==> config.mk <==
export PLATFORM = sky130hd
export DESIGN_NAME = matrix_spi_driver
export DESIGN_NICKNAME = d
export VERILOG_FILES = /design/src/rtl/matrix_spi_pkg.sv /design/src/rtl/spi_frame_tx.sv /design/src/rtl/matrix_spi_driver.sv
export SDC_FILE = /design/constraint.sdc
export NUM_CORES = 1
export LEC_CHECK = 0
export ABC_AREA = 1
export BUFFER_PORTS_ARGS = -buffer_cell sky130_fd_sc_hd__buf_2
export CORE_MARGIN = 2
export CORE_UTILIZATION = 48
export DETAILED_ROUTE_END_ITERATION = 8
export GPL_TIMING_DRIVEN = 0
export HOLD_SLACK_MARGIN = 0.03
export MAX_ROUTING_LAYER = met4
export PLACE_DENSITY = 0.7
export SETUP_SLACK_MARGIN = 0.1
export SYNTH_ARGS = -nofsm -noshare
export SYNTH_HDL_FRONTEND = slang
export SYNTH_SLANG_ARGS = --single-unit
==> constraint.sdc <==
create_clock -name clk_i -period 2 [get_ports clk_i]
set_clock_uncertainty 0.2 [all_clocks]
set_input_delay 0.1 -clock clk_i [delete_from_list [all_inputs] [get_ports clk_i]]
set_output_delay 0.1 -clock clk_i [all_outputs]
set_load 0.005 [all_outputs]
==> src/rtl/matrix_spi_pkg.sv <==
// Shared definitions for the LED-matrix SPI back-end:
// register map, init-sequence table, FSM states and row-frame packing.
package matrix_spi_pkg;

    localparam logic [3:0] REG_NOOP    = 4'h0;
    localparam logic [3:0] REG_DIGIT0  = 4'h1;
    localparam logic [3:0] REG_DECODE  = 4'h9;
    localparam logic [3:0] REG_INTENS  = 4'hA;
    localparam logic [3:0] REG_SCANLIM = 4'hB;
    localparam logic [3:0] REG_SHUTDN  = 4'hC;
    localparam logic [3:0] REG_TEST    = 4'hF;

    localparam int INIT_LEN = 5;

    typedef enum logic [2:0] {
        ST_INIT,
        ST_IDLE,
        ST_LOAD,
        ST_SEND,
        ST_DONE
    } state_t;

    function automatic logic [15:0] init_word(
        input logic [2:0] idx,
        input logic [3:0] intensity
    );
        logic [15:0] w;
        case (idx)
            3'd0:    w = {4'h0, REG_SHUTDN, 8'h01};
            3'd1:    w = {4'h0, REG_DECODE, 8'h00};
            3'd2:    w = {4'h0, REG_SCANLIM, 8'h07};
            3'd3:    w = {4'h0, REG_INTENS, 4'h0, intensity};
            3'd4:    w = {4'h0, REG_TEST, 8'h00};
            default: w = {4'h0, REG_NOOP, 8'h00};
        endcase
        return w;
    endfunction

    // Digit register r+1 carries height r; bit c of the data byte is column c.
    function automatic logic [15:0] row_frame(
        input logic [63:0] m,
        input logic [2:0]  r
    );
        logic [7:0] b;
        for (int c = 0; c < 8; c++) begin
            b[c] = m[c*8 + int'(r)];
        end
        return {4'h0, REG_DIGIT0 + {1'b0, r}, b};
    endfunction

endpackage

==> src/rtl/spi_frame_tx.sv <==
// Serialises one 16-bit word MSB first: CDIV-cycle low/high sclk phases,
// then a CDIV hold with cs low and a CDIV gap with cs high.
module spi_frame_tx #(
    parameter int CDIV = 4
) (
    input  logic        clk_i,
    input  logic        reset_ni,
    input  logic        start_i,
    input  logic [15:0] word_i,
    output logic        ready_o,
    output logic        cs_no,
    output logic        sclk_o,
    output logic        mosi_o
);

    localparam int DW = (CDIV > 1) ? $clog2(CDIV) : 1;
    localparam logic [DW-1:0] DIV_LAST = DW'(CDIV - 1);

    localparam logic [1:0] TX_IDLE = 2'd0;
    localparam logic [1:0] TX_BITS = 2'd1;
    localparam logic [1:0] TX_HOLD = 2'd2;
    localparam logic [1:0] TX_GAP  = 2'd3;

    logic [1:0]    r_stage;
    logic [DW-1:0] r_div;
    logic [3:0]    r_bit;
    logic [15:0]   r_word;
    logic          r_cs_n;
    logic          r_sclk;
    logic          r_mosi;
    logic          w_div_end;
    logic          w_accept;

    assign w_div_end = (r_div == DIV_LAST);
    // Ready on the last gap cycle lets the parent chain frames with no bubble.
    assign ready_o   = (r_stage == TX_IDLE) ||
                       ((r_stage == TX_GAP) && w_div_end);
    assign w_accept  = start_i && ready_o;

    assign cs_no  = r_cs_n;
    assign sclk_o = r_sclk;
    assign mosi_o = r_mosi;

    always_ff @(posedge clk_i) begin
        if (!reset_ni) begin
            r_stage <= TX_IDLE;
            r_div   <= '0;
            r_bit   <= '0;
            r_word  <= '0;
            r_cs_n  <= 1'b1;
            r_sclk  <= 1'b0;
            r_mosi  <= 1'b0;
        end else if (w_accept) begin
            r_stage <= TX_BITS;
            r_div   <= '0;
            r_bit   <= 4'd15;
            r_word  <= word_i;
            r_cs_n  <= 1'b0;
            r_sclk  <= 1'b0;
            r_mosi  <= word_i[15];
        end else begin
            if (r_stage != TX_IDLE) begin
                r_div <= w_div_end ? '0 : r_div + DW'(1);
            end
            case (r_stage)
                TX_BITS: begin
                    if (w_div_end) begin
                        if (!r_sclk) begin
                            r_sclk <= 1'b1;
                        end else if (r_bit == 4'd0) begin
                            r_sclk  <= 1'b0;
                            r_stage <= TX_HOLD;
                        end else begin
                            r_sclk <= 1'b0;
                            r_bit  <= r_bit - 4'd1;
                            r_mosi <= r_word[r_bit - 4'd1];
                        end
                    end
                end
                TX_HOLD: begin
                    if (w_div_end) begin
                        r_cs_n  <= 1'b1;
                        r_stage <= TX_GAP;
                    end
                end
                TX_GAP: begin
                    if (w_div_end) begin
                        r_stage <= TX_IDLE;
                    end
                end
                default: begin
                end
            endcase
        end
    end

endmodule

==> src/rtl/matrix_spi_driver.sv <==
// LED-matrix display back-end: init sequence, frame snapshot and
// eight row frames per refresh over SPI, with busy/done pacing.
module matrix_spi_driver
    import matrix_spi_pkg::*;
#(
    parameter int         gs        = 8,
    parameter int         CDIV      = 4,
    parameter logic [3:0] INTENSITY = 4'h8
) (
    input  logic             clk_i,
    input  logic             reset_ni,
    input  logic [gs*gs-1:0] matrix_i,
    input  logic             update_i,
    output logic             busy_o,
    output logic             done_o,
    output logic             cs_no,
    output logic             sclk_o,
    output logic             mosi_o
);

    state_t           r_state;
    logic [gs*gs-1:0] r_snap;
    logic [2:0]       r_row;
    logic [2:0]       r_init;
    logic             r_pend;
    logic             w_start;
    logic             w_ready;
    logic [15:0]      w_word;

    spi_frame_tx #(
        .CDIV(CDIV)
    ) u_tx (
        .clk_i   (clk_i),
        .reset_ni(reset_ni),
        .start_i (w_start),
        .word_i  (w_word),
        .ready_o (w_ready),
        .cs_no   (cs_no),
        .sclk_o  (sclk_o),
        .mosi_o  (mosi_o)
    );

    assign busy_o = (r_state != ST_IDLE) && (r_state != ST_DONE);
    assign done_o = (r_state == ST_DONE);

    // Row 0 leaves during LOAD, so it is packed from matrix_i directly.
    always_comb begin
        w_start = 1'b0;
        w_word  = '0;
        unique case (r_state)
            ST_INIT: begin
                if (w_ready && (r_init != 3'(INIT_LEN))) begin
                    w_start = 1'b1;
                    w_word  = init_word(r_init, INTENSITY);
                end
            end
            ST_LOAD: begin
                w_start = 1'b1;
                w_word  = row_frame(matrix_i, 3'd0);
            end
            ST_SEND: begin
                if (w_ready && (r_row != 3'd7)) begin
                    w_start = 1'b1;
                    w_word  = row_frame(r_snap, r_row + 3'd1);
                end
            end
            default: begin
            end
        endcase
    end

    always_ff @(posedge clk_i) begin
        if (!reset_ni) begin
            r_state <= ST_INIT;
            r_snap  <= '0;
            r_row   <= '0;
            r_init  <= '0;
            r_pend  <= 1'b0;
        end else begin
            unique case (r_state)
                ST_INIT: begin
                    r_pend <= r_pend | update_i;
                    if (w_ready) begin
                        if (r_init == 3'(INIT_LEN)) begin
                            r_state <= ST_IDLE;
                        end else begin
                            r_init <= r_init + 3'd1;
                        end
                    end
                end
                ST_IDLE: begin
                    if (update_i || r_pend) begin
                        r_state <= ST_LOAD;
                    end
                end
                ST_LOAD: begin
                    r_snap  <= matrix_i;
                    r_pend  <= update_i;
                    r_row   <= '0;
                    r_state <= ST_SEND;
                end
                ST_SEND: begin
                    r_pend <= r_pend | update_i;
                    if (w_ready) begin
                        if (r_row == 3'd7) begin
                            r_state <= ST_DONE;
                        end else begin
                            r_row <= r_row + 3'd1;
                        end
                    end
                end
                ST_DONE: begin
                    r_pend  <= r_pend | update_i;
                    r_state <= ST_IDLE;
                end
                default: begin
                    r_state <= ST_INIT;
                end
            endcase
        end
    end

endmodule

Word-level counts from Yosys, hierarchy flattened
Index checks and enable logic that the tools add are counted.
{ "totals": {"ff_bits": 101, "out_inout_bits": 5} }
{ "op_classes": {"addsub": 12, "order_cmp": 9, "eq_ne": 35, "n_mux": 64, "bitwise_logic": 3, "n_reduce_logical": 30} }
{ "op_table": {"columns": ["operator", "n"], "rows": [
  ["$pmux W12 S5", 1],
  ["$bmux W1 S6", 7],
  ["$pmux W12 S3", 1],
  ["$add A6 B3 Y7 const A", 4],
  ["$lt A7 B7 Y1 const B", 4],
  ["$mux W1", 28],
  ["$mux W12", 2],
  ["$mux W3", 7],
  ["$mux W4", 5],
  ["$ne A3 B1 Y1 const B", 6],
  ["$ne A2 B1 Y1 const B", 8],
  ["$pmux W3 S5", 1],
  ["$lt A6 B7 Y1 const B", 2],
  ["$reduce_bool A2 Y1", 7],
  ["$add A5 B3 Y6 const A", 2],
  ["$eq A3 B2 Y1 const B", 4],
  ["$eq A3 B3 Y1 const B", 4],
  ["$mux W2", 6],
  ["$reduce_and A6 Y1", 2],
  ["$ne A3 B3 Y1 const B", 3],
  ["$ne A2 B2 Y1 const B", 4],
  ["$lt A3 B7 Y1 const B", 1],
  ["$lt A5 B7 Y1 const B", 1],
  ["$add A3 B1 Y3 const B", 2],
  ["other kinds (29)", 41]
]} }

Depth between registers and ports, before layout
Gate-level depths: netlist of the first run.
{ "depth": {"word_depth": 9, "mapped_depth": 13} }

Modules after synthesis
From an unflattened synthesis of the first run, not the netlist that was laid out.
{ "hier_totals": {"cells_unflattened": 751, "area_unflattened_um2": 5079.9} }
{ "by_module_without_submodules": {"columns": ["mod", "n_inst", "cells_each", "area_per_inst_um2", "seq_area_each_um2"], "rows": [
  ["matrix_spi_driver", 1, 556, 3687.3, 1481.4],
  ["spi_frame_tx", 1, 195, 1392.6, 540.5]
]} }

Worst setup path before layout of the first run
OpenSTA, ideal clock, no wires.
{ "synth_timing": {"path_kind": "reg2reg", "start": "register r_row[0]", "end": "register u_tx.r_word[4]", "arrival_time_ps": 1892, "t_required_ps": 1736, "setup_slack_ps": -156, "stages_incl_launch_ff": 14, "n_path_buf": 4, "synth_period_minus_slack_ps": 2156, "path_cell_list": "dfxtp_1 > inv_1 > buf_2 > buf_2 > ha_1 > buf_2 > inv_1 > buf_2 > nand3_1 > nand3_1 > nand2_1 > nor2_1 > nor2_1 > nor2_1"} }
{ "synth_between": {"elab_chain_cells": 7, "elab_cells_between_ends": 12, "classes_between": "add/sub: 2; eq/ne: 1; mux: 7; reduce/logical: 2"} }
{ "synth_rtl": {"columns": ["item", "line_no", "text"], "rows": [
  ["start, declared", "matrix_spi_driver.sv:23", "logic [2:0] r_row;"],
  ["start signal, assigned", "matrix_spi_driver.sv:108", "r_row <= r_row + 3'd1;"],
  ["$add A3 B1 Y3", "matrix_spi_driver.sv:64", "w_word = row_frame(r_snap, r_row + 3'd1);"],
  ["$add A6 B3 Y7", "matrix_spi_pkg.sv:46", "b[c] = m[c*8 + int'(r)];"],
  ["$bmux W1 S6", "matrix_spi_pkg.sv:46", null],
  ["$mux W1 (not written as such) (2 in series)", "matrix_spi_pkg.sv:46", null],
  ["$mux W12", "matrix_spi_driver.sv:62", "if (w_ready && (r_row != 3'd7)) begin"],
  ["$pmux W12 S3", "matrix_spi_driver.sv:50", "unique case (r_state)"],
  ["end signal, assigned", "spi_frame_tx.sv:57", "r_word <= word_i;"],
  ["end, declared", "spi_frame_tx.sv:27", "logic [15:0] r_word;"]
]} }
Parallel ways exist; a longest one is shown, timed or not. The select of a mux whose other input is x is not followed.
A chain may end at the register's enable or synchronous reset.

Final worst setup path of the first run
{ "layout_timing": {"start": "register r_row[0]", "end": "register u_tx.r_word[2]"} }
{ "layout_between": {"elab_chain_cells": 7, "elab_cells_between_ends": 12, "classes_between": "add/sub: 2; eq/ne: 1; mux: 7; reduce/logical: 2"} }
{ "layout_rtl": {"columns": ["item", "line_no"], "rows": [
  ["$add A3 B1 Y3", "matrix_spi_driver.sv:64"],
  ["$add A5 B3 Y6", "matrix_spi_pkg.sv:46"],
  ["$bmux W1 S6", "matrix_spi_pkg.sv:46"],
  ["$mux W1 (not written as such) (2 in series)", "matrix_spi_pkg.sv:46"],
  ["$mux W12", "matrix_spi_driver.sv:62"],
  ["$pmux W12 S3", "matrix_spi_driver.sv:50"]
]} }
Parallel ways exist; a longest one is shown, timed or not. The select of a mux whose other input is x is not followed.

==> impl_metrics.yaml, run 1 <==
global_route:
  grt_max_degree: 15
  grt_pass1_vias: 5199
  grt_pass1_wl_um: 24300
  grt_usage_pct: 28.4
  grt_antenna_before_repair: 0
  gr-total-overflow: 0
routing:
  drtAntennaViolNets: 0
  drtIter0Drc: 378
  vias: 5326
  firstDrtPassIters: 7
  viasPerCell: 5.18
  wl_per_cell_um: 14.5
  drc: 0
  totalWireLength_um: 15000
sta:
  post-route-period-util_pct: 99.4
  rsz0062_at_grt: "yes"
  finalMaxSlewViolations: 0
  fmax_mhz: 503
  fin_crit_ns: 1.99
  slew_headroom_pct: 50.6
  finalSetupViolCount: 0
  report.final.hold_viol_count: 0
  tns_ns: 0
  worst_pin_slew_ns: 0.741
synth:
  synth_area_mm2: 0.00490
  seq_area_frac_synth_pct: 39.7
  yosysUniqueCellTypes: 34
  synth_cells: 722
  syn_area_per_cell_um2: 6.78
  ys.warnings.count: 0
  syn_nets: 806
  ys_ff_latch: 97
cells_and_area:
  area_growth_syn_to_layout_pct: 40.9
  stdcell_count: 1029
  fin_nets: 976
  final_cell_mix: "nand2_1 (135), nor2_1 (100), dfxtp_1 (91), buf_2 (79), o21ai_0 (76)"
  antenna_cells: 0
  layout_commonest_cell: "nand2_1"
  drive_gt1_share_pct: 23.1
flow_run:
  maxCapViolations: 0
setup_path:
  crit_top_cell: "nor2_1"
  cpMaxStageDelayCell: "dfxtp_4"
  critical_path.max_stage_delay_ns: 0.40
  setup.worst_path.end_class: "register"
  worstPathMaxFanout: 7
  critPathBufInv: 5
  crit_family: "buffers and inverters"
  worstPathCellList: "inv_4 -> buf_6 -> ha_4 -> buf_8 -> clkinv_8 -> buf_6 -> o21ai_2 -> nor2_2 -> nor2_1 -> nor2_1 -> nor2_1 -> nor2_1"
  cp-start-kind: "register"
  criticalPathCategory: "register to register"
  cp.required_ns: 2.06
  worstPathArrival_ns: 2.05
clock_tree:
  cts_sinks: 97
  clock_latency_ns: 0.37
  htreeDepth: 3
  clockBufferDepth: 2
  clkSlewWorstSetupHoldPaths_ns: 0.09
  cts_buffers: 9
  cts_tree: "yes"
  cts_root_buf: "clkbuf_8"
floorplanning:
  io_pins: 72
  dieWidth_um: 105
  rows: 36
  core_mm2: 0.00982
  die_y_um: 105
  die_area_mm2: 0.0110
  initial_core_util_pct: 49.9
power:
  leakagePower_nw: 3.04
  power.density_mw_per_mm2: 956
  ir_drop_mv: 0.559
place:
  dp_hpwl_um: 9590
  globalplace.congestion: 0.874
  port_buffers: 71
  dpl.cell_count: 926
hold_path:
  hold_path.class: "input port to register"
status:
  status: "complete, no violations"
## cell type report
type | count | area (um^2)
Sequential cell | 97 | 1960
Tap cell | 133 | 166
Buffer | 35 | 250
Multi-Input combinational cell | 504 | 2730
Timing Repair Buffer | 161 | 1240
Inverter | 84 | 340
Clock buffer | 12 | 145
Clock inverter | 3 | 65.1
Fill cell | 832 | 2920
## power breakdown
| group | switching [mW] | leakage (nW) | internal (mW) |
|---|---|---|---|
| clock | 0.680 | 0.106 | 0.732 |
| sequential | 0.152 | 0.790 | 2.15 |
| combinational | 1.61 | 2.14 | 1.27 |
## sequential cells by signal, summed over array words and instances (netlist names)
name / cells
r_init: 3
r_pend: 1
r_row: 3
r_snap: 64
r_state: 3
u_tx.cs_no: 1
u_tx.mosi_o: 1
u_tx.r_bit: 4
u_tx.r_div: 2
u_tx.r_stage: 2
u_tx.r_word: 12
u_tx.sclk_o: 1
## cell families (layout without fill, tap and decap cells)
| group | count (synthesis) | in the layout | share of synthesized area [%] |
|---|---|---|---|
| AOI/OAI and AO/OA | 163 | 163 | 16.9 |
| xor gates and xnor gates | 4 | 4 | 0.716 |
| adders and majority gates | 17 | 17 | 4.34 |
| buffers and inverters | 121 | 295 | 10.6 |
| DFF | 97 | 97 | 39.7 |
| and+or+nand+nor | 320 | 320 | 27.8 |
## synth_stat cells
master | number | area share (%)
inv_1 | 79 | 6.1
nand2_4 | 2 | 0.46
buf_4 | 3 | 0.46
buf_2 | 12 | 1.2
nor2_1 | 105 | 8.1
o21ai_1 | 1 | 0.10
or2_2 | 2 | 0.26
nand2_1 | 141 | 11
nand3_2 | 2 | 0.41
nor2_4 | 2 | 0.46
a21oi_2 | 1 | 0.18
nor3_1 | 3 | 0.31
and3_1 | 1 | 0.13
nand3_1 | 47 | 4.8
o21ai_0 | 88 | 9.0
o211ai_1 | 2 | 0.31
a21boi_0 | 1 | 0.15
nor3_2 | 1 | 0.20
nand2_2 | 4 | 0.51
xnor2_1 | 3 | 0.54
inv_2 | 2 | 0.15
nor2_2 | 2 | 0.26
xor2_1 | 1 | 0.18
nand4_1 | 5 | 0.64
buf_1 | 1 | 0.077
dfxtp_1 | 97 | 40
o22ai_1 | 1 | 0.13
nand3b_1 | 3 | 0.46
a21oi_1 | 68 | 7.0
clkbuf_1 | 16 | 1.2
ha_1 | 17 | 4.3
a31oi_1 | 1 | 0.13
clkinv_1 | 3 | 0.23
buf_6 | 5 | 1.1
## metal layers
layer,GRT usage [%],up-vias,wire length [um]
met5,-,-,0
met4,11.2,0,446
li1,-,2660,-
met1,33.1,2465,6120
met2,49.2,168,7550
met3,4.24,33,857
## worst min-delay path, delay by kind of cell
family,cells,cell delay (ns)
buf+inv,3,0.49
simple gates,1,0.15
## through the flow
step	area, um^2	setup WS (ns)	util (%)	hold slack, ns	power (mW)
after floorplan	4940	0.127	-	0.0349	3.88
after global placement	5470	-0.242	55.7	0.121	4.34
after detailed placement	5470	-0.302	55.7	0.127	4.40
after CTS	6650	-0.0122	67.7	0.208	6.13
after global routing	6900	-0.0339	70.2	0.274	7.05
final	6900	0.0129	70.2	0.204	6.60
## worst paths after layout
check | start | to | slack (ns) | cells after the start
min | reset_ni | u_tx.r_word[10] | 0.20 | 4
max reg2reg | r_row[0] | u_tx.r_word[2] | 0.01 | 12
min reg2reg | r_snap[60] | r_snap[60] | 0.26 | 2
max | r_row[0] | u_tx.r_word[2] | 0.01 | 12
## timing repair
| item | CTS | global route |
|---|---|---|
| setup endpoints to repair | 27 | 25 |
| hold buffers | 67 | 0 |
| cloned | 1 | 1 |
| setup buffers | 14 | 7 |
| pin swaps | 27 | 28 |
| hold endpoints to repair | 80 | 0 |
| resized for setup | 57 | 53 |
Note: power is estimated with default switching activity, not from simulation.
==> run 2: changes to the inputs <==
--- a/config.mk
+++ b/config.mk
@@ -13,8 +13,9 @@
 export GPL_TIMING_DRIVEN = 0
 export HOLD_SLACK_MARGIN = 0.03
 export MAX_ROUTING_LAYER = met4
-export PLACE_DENSITY = 0.7
+export PLACE_DENSITY = 0.69
 export SETUP_SLACK_MARGIN = 0.1
 export SYNTH_ARGS = -nofsm -noshare
 export SYNTH_HDL_FRONTEND = slang
+export SYNTH_HIERARCHICAL = 1
 export SYNTH_SLANG_ARGS = --single-unit
==> run 2 against run 1 <==
The run now ends with setup timing left; sequential cell count is 4 higher; largest cell class unchanged; non-clock buffer count is 6 higher; combinational power is 72% higher; critical path type unchanged; cell count is 3.9% higher; critical endpoint is now u_tx/r_word[6]; utilization is 0.93 points lower; routed wire length is 5.6% higher; clock-buffer cell count is 2 lower.
==> impl_metrics.yaml, run 2 <==
synth:
  synth_edf_count: 0
  yosysMostFrequentCell: "nand2_1"
  ys.warnings.count: 6
  seq_area_frac_synth_pct: 39.8
  yosysTopAreaCellShare_pct: 39.8
  synth_area_mm2: 0.00508
  ys_ff_latch: 101
  synth_area_leaders: "dfxtp_1 (40%), nand2_1 (12%), o21ai_0 (7.7%)"
  syn_area_per_cell_um2: 6.76
  synth_async_sr_flop_share_pct: 0
  synth_cells: 751
  synth_top_cell_by_area: "dfxtp_1"
  yosysUniqueCellTypes: 35
  synthTopCellsByCount: "nand2_1 (158), dfxtp_1 (101), nor2_1 (86)"
  synth_top_flop_cell: "dfxtp_1"
floorplanning:
  core_mm2: 0.0103
  initial_core_util_pct: 49.4
  die_area_mm2: 0.0114
  die_y_um: 107
  io_pins: 72
  rows: 37
  dieWidth_um: 107
cells_and_area:
  fin_nets: 1010
  layout_commonest_cell: "nand2_1"
  reg_top3: "r_snap x64, u_tx/r_word x16, u_tx/r_bit x4"
  regMostFlops: "r_snap"
  area_growth_syn_to_layout_pct: 40.2
  stdcell_count: 1069
  largest_reg_flops: 64
  antenna_cells: 0
  drive_gt1_share_pct: 24.0
  final_cell_mix: "nand2_1 (147), dfxtp_1 (94), nor2_1 (83), buf_2 (82), inv_1 (74)"
sta:
  report.final.hold_viol_count: 0
  slew_headroom_pct: 60.0
  finalMaxSlewViolations: 0
  finalSetupViolCount: 8
  rsz0062_at_grt: "yes"
  tns_ns: -0.216
  fmax_mhz: 487
  worst_pin_slew_ns: 0.600
  fin_crit_ns: 2.05
  post-route-period-util_pct: 103
  finalWorstSetupSlack_ns: -0.0526
status:
  violations: "setup timing"
  status: "complete, but fails checks"
global_route:
  gr-total-overflow: 0
  grt_antenna_before_repair: 0
  grt_usage_pct: 29.2
  grt_pass1_wl_um: 25600
  grt_max_degree: 20
  grt_pass1_vias: 5412
routing:
  vias: 5527
  firstDrtPassIters: 5
  drtAntennaViolNets: 0
  wl_per_cell_um: 14.8
  viasPerCell: 5.17
  totalWireLength_um: 15800
  drc: 0
  drtIter0Drc: 303
flow_run:
  maxCapViolations: 0
clock_tree:
  clock_latency_ns: 0.37
  cts_sinks: 101
  clkSlewWorstSetupHoldPaths_ns: 0.10
  cts_root_buf: "clkbuf_8"
  htreeDepth: 3
  cts_buffers: 9
  cts_tree: "yes"
  clockBufferDepth: 2
hold_path:
  hold_path.class: "input port to register"
place:
  globalplace.congestion: 0.930
  dpl.cell_count: 961
  port_buffers: 71
  dp_hpwl_um: 10300
setup_path:
  cp.required_ns: 2.11
  worstPathArrival_ns: 2.16
  cp-start-kind: "register"
  setup.worst_path.end_class: "register"
  criticalPathCategory: "register to register"
  worstPathMaxFanout: 4
power:
  power.density_mw_per_mm2: 1310
  ir_drop_mv: 0.684
  leakagePower_nw: 3.19
run 2: cell types whose count changed after synthesis, sizes merged, moves of 7 or more:
| cell | before | now |
|---|---|---|
| buf | 21 | 28 |
| nor2 | 109 | 90 |
| o21ai | 89 | 97 |
| nand3 | 49 | 65 |
| nand2 | 147 | 164 |
| inv | 81 | 90 |
run 2: path summary, 6_finish.rpt:
kind,start,to,slack (ns),depth (start not counted)
setup / recovery,r_row[0],u_tx/r_word[6],-0.05,12
hold / removal,reset_ni,u_tx/r_word[2],0.09,4
setup reg to reg,r_row[0],u_tx/r_word[6],-0.05,12
hold reg to reg,r_snap[27],r_snap[27],0.26,2
run 2: cells by family after synthesis:
family                   synth area share (%)
AO/OA/AOI/OAI                            17.9
XOR/XNOR                                0.517
adder cells (fa/ha/maj)                  3.69
buffers and inverters                    11.4
flip-flops                               39.8
other                                  0.0738
AND/OR/NAND/NOR                          26.6
run 2: where the power goes:
group	total [mW]	leakage, nW	switching (mW)	internal [mW]
clock network	1.34	0.106	0.733	0.611
registers	3.02	0.828	0.329	2.69
logic	4.94	2.25	2.96	1.98
total	9.30	3.19	4.02	5.28
run 2: worst max-delay path: stages, from the launching register on:
cell and delay (ns):
dfxtp_2 0.36, clkbuf_8 0.15, inv_8 0.03, buf_8 0.11, ha_4 0.22, bufbuf_16 0.27, nor2_4 0.15, nand2_1 0.07
nand3_1 0.09, nand3_2 0.07, nand2_2 0.08, o21ai_4 0.06, a21oi_2 0.14
run 2: what timing repair did:
item	in CTS	in global routing
endpoints found under the hold margin	76	0
pin swaps	25	19
hold buffers	66	0
cloned	5	1
setup buffers	18	3
setup endpoints to repair	29	27
gates resized for setup	49	47
run 2: metal layers:
layer	share of wire [%]	vias up	GRT usage, %
met2	52	145	53.4
li1	-	2760	-
met3	4.0	22	4.07
met1	42	2600	33.4
met5	0	-	-
met4	2.1	0	8.16
run 2: layout make-up:
class,instances,area [um^2]
plain buffers,39,285
fillers,906,3150
flip-flops and latches,101,2040
inverters,92,373
clock inverters,6,62.6
well taps,136,170
clock buffers,10,138
multi-input cells,522,2780
repair buffers,163,1280
run 2: per-stage QoR:
stage | setup slack, ns | cell area (um^2) | power, mW | hold WS, ns | util, %
after floorplan | 0.113 | 5160 | 5.94 | 0.0349 | -
after global placement | -0.165 | 5680 | 6.83 | 0.122 | 55.3
after detailed placement | -0.241 | 5680 | 6.93 | 0.128 | 55.3
after CTS | 0.00317 | 6900 | 8.77 | 0.0420 | 67.1
after global routing | -0.148 | 7120 | 10.0 | 0.110 | 69.3
final | -0.0526 | 7120 | 9.30 | 0.0860 | 69.3
==> run 3: changes to the inputs <==
--- a/config.mk
+++ b/config.mk
@@ -14,6 +14,7 @@
 export HOLD_SLACK_MARGIN = 0.03
 export MAX_ROUTING_LAYER = met4
 export PLACE_DENSITY = 0.69
+export RECOVER_POWER = 25
 export SETUP_SLACK_MARGIN = 0.1
 export SYNTH_ARGS = -nofsm -noshare
 export SYNTH_HDL_FRONTEND = slang
==> run 3 against run 2 <==
The flow still finishes with violations (setup timing); sequential power is essentially flat; clock-buffer cell count is the same; fmax about the same; critical endpoint unchanged; largest power group unchanged.
==> impl_metrics.yaml, run 3 (synthesized netlist as in run 2, its figures left out) <==
sta:
  hold_ws_ns: 0.0871
  post-route-period-util_pct: 103
  report.final.hold_viol_count: 0
  fin_crit_ns: 2.05
  finalWorstSetupSlack_ns: -0.0519
  slew_headroom_pct: 60.1
  tns_ns: -0.203
  rsz0062_at_grt: "yes"
  fmax_mhz: 487
  worst_pin_slew_ns: 0.599
  finalSetupViolCount: 8
  finalMaxSlewViolations: 0
clock_tree:
  htreeDepth: 3
  cts_tree: "yes"
  clock_latency_ns: 0.37
  clockBufferDepth: 2
  cts_buffers: 9
  cts_root_buf: "clkbuf_8"
  cts_sinks: 101
  clkSlewWorstSetupHoldPaths_ns: 0.10
cells_and_area:
  area_growth_syn_to_layout_pct: 40.0
  antenna_cells: 0
  drive_gt1_share_pct: 23.3
  layout_commonest_cell: "nand2_1"
  fin_nets: 1010
  final_cell_mix: "nand2_1 (148), dfxtp_1 (94), nor2_1 (83), buf_2 (76), inv_1 (75)"
  stdcell_count: 1069
  reg_top3: "r_snap x64, u_tx/r_word x16, u_tx/r_bit x4"
  num-fill-cells: 910
  largest_reg_flops: 64
  regMostFlops: "r_snap"
  fin_area_mm2: 0.00711
floorplanning:
  core_mm2: 0.0103
  die_y_um: 107
  io_pins: 72
  initial_core_util_pct: 49.4
  die_area_mm2: 0.0114
  rows: 37
  dieWidth_um: 107
place:
  globalplace.congestion: 0.930
  port_buffers: 71
  dp_hpwl_um: 10300
  dpl.cell_count: 961
  dpl_cell_area_mm2: 0.00568
routing:
  drtAntennaViolNets: 0
  wl_per_cell_um: 14.8
  drc: 0
  viasPerCell: 5.16
  drtIter0Drc: 301
  totalWireLength_um: 15800
  firstDrtPassIters: 5
  vias: 5513
setup_path:
  crit_end: "u_tx/r_word[6]"
  reg2reg_to: "u_tx/r_word[6]"
  cp-start-kind: "register"
  cp.required_ns: 2.11
  reg2reg_slack_ns: -0.05
  setup.worst_path.end_class: "register"
  reg2reg_depth: 12
  worstPathMaxFanout: 4
  r2r_start: "r_row[0]"
  criticalPathCategory: "register to register"
  cp-startpoint: "r_row[0]"
  worstPathArrival_ns: 2.16
global_route:
  grt_antenna_before_repair: 0
  gr-total-overflow: 0
  met1_usage_pct: 33.4
  grt_usage_pct: 29.2
  gr-usage-met3_pct: 4.07
  grt.busiest_layer: "met2"
  grt_max_degree: 20
  grt_pass1_vias: 5412
  grt_pass1_wl_um: 25600
  use_met2_pct: 53.4
hold_path:
  hold_path.class: "input port to register"
  hold_depth: 4
status:
  status: "complete, but fails checks"
  violations: "setup timing"
flow_run:
  maxCapViolations: 0
power:
  power.density_mw_per_mm2: 1300
  ir_drop_mv: 0.678
  leakagePower_nw: 3.18
run 3: layout make-up:
class | instances | area [um^2] | share of cell area [%]
multi-input combinational | 522 | 2780 | 39.1
sequential | 101 | 2040 | 28.6
timing repair buffer | 163 | 1270 | 17.9
inverter | 92 | 373 | 5.24
buffer | 39 | 275 | 3.87
tap | 136 | 170 | 2.39
clock buffer | 10 | 138 | 1.94
clock inverter | 6 | 62.6 | 0.880
run 3: power breakdown:
group / internal [mW] / total, mW / switching, mW / leakage, nW
Clock: 0.611 / 1.34 / 0.731 / 0.106
Combinational: 1.96 / 4.92 / 2.96 / 2.24
Sequential: 2.69 / 3.02 / 0.328 / 0.828
Total: 5.26 / 9.28 / 4.02 / 3.18
run 3: per-layer routing:
metal  vias to the layer above  part of all wire [%]
met3                        20                   4.1
met2                       146                    52
met5                         -                     0
li1                       2760                     -
met4                         0                   2.0
met1                      2587                    42
run 3: worst min-delay path by stage:
stage,from,endpoint,slack (ns)
6_report,reset_ni,u_tx/r_word[2],0.09
5_1_grt,reset_ni,u_tx/r_word[2],0.11
4_1_cts,reset_ni,u_tx/cs_no,0.04
3_5_place_dp,matrix_i[22],r_snap[22],0.13
3_3_place_gp,matrix_i[62],r_snap[62],0.12
2_1_floorplan,matrix_i[22],r_snap[22],0.03
run 3: stage by stage:
step | setup WS (ns) | total power [mW] | util [%]
2_1_floorplan | 0.113 | 5.94 | -
3_3_place_gp | -0.165 | 6.83 | 55.3
3_5_place_dp | -0.241 | 6.93 | 55.3
4_1_cts | 0.00317 | 8.77 | 67.1
5_1_grt | -0.148 | 10.0 | 69.2
6_report | -0.0519 | 9.28 | 69.2
run 3: what timing repair did:
action / 4_1_cts / 5_1_grt
gates resized for setup: 49 / 47
setup buffers: 18 / 3
endpoints found under the hold margin: 76 / 0
hold buffers: 66 / 0
cloned: 5 / 1
setup endpoints to repair: 29 / 27
pin swaps: 25 / 19
run 3: worst max-delay path, cell delays in order (launching register included):
cell and delay, ns:
dfxtp_2 0.36, clkbuf_8 0.15, inv_8 0.03, buf_8 0.11, ha_4 0.22, bufbuf_16 0.27
nor2_4 0.15, nand2_1 0.07, nand3_1 0.09, nand3_2 0.07, nand2_2 0.08, o21ai_4 0.06
a21oi_2 0.14
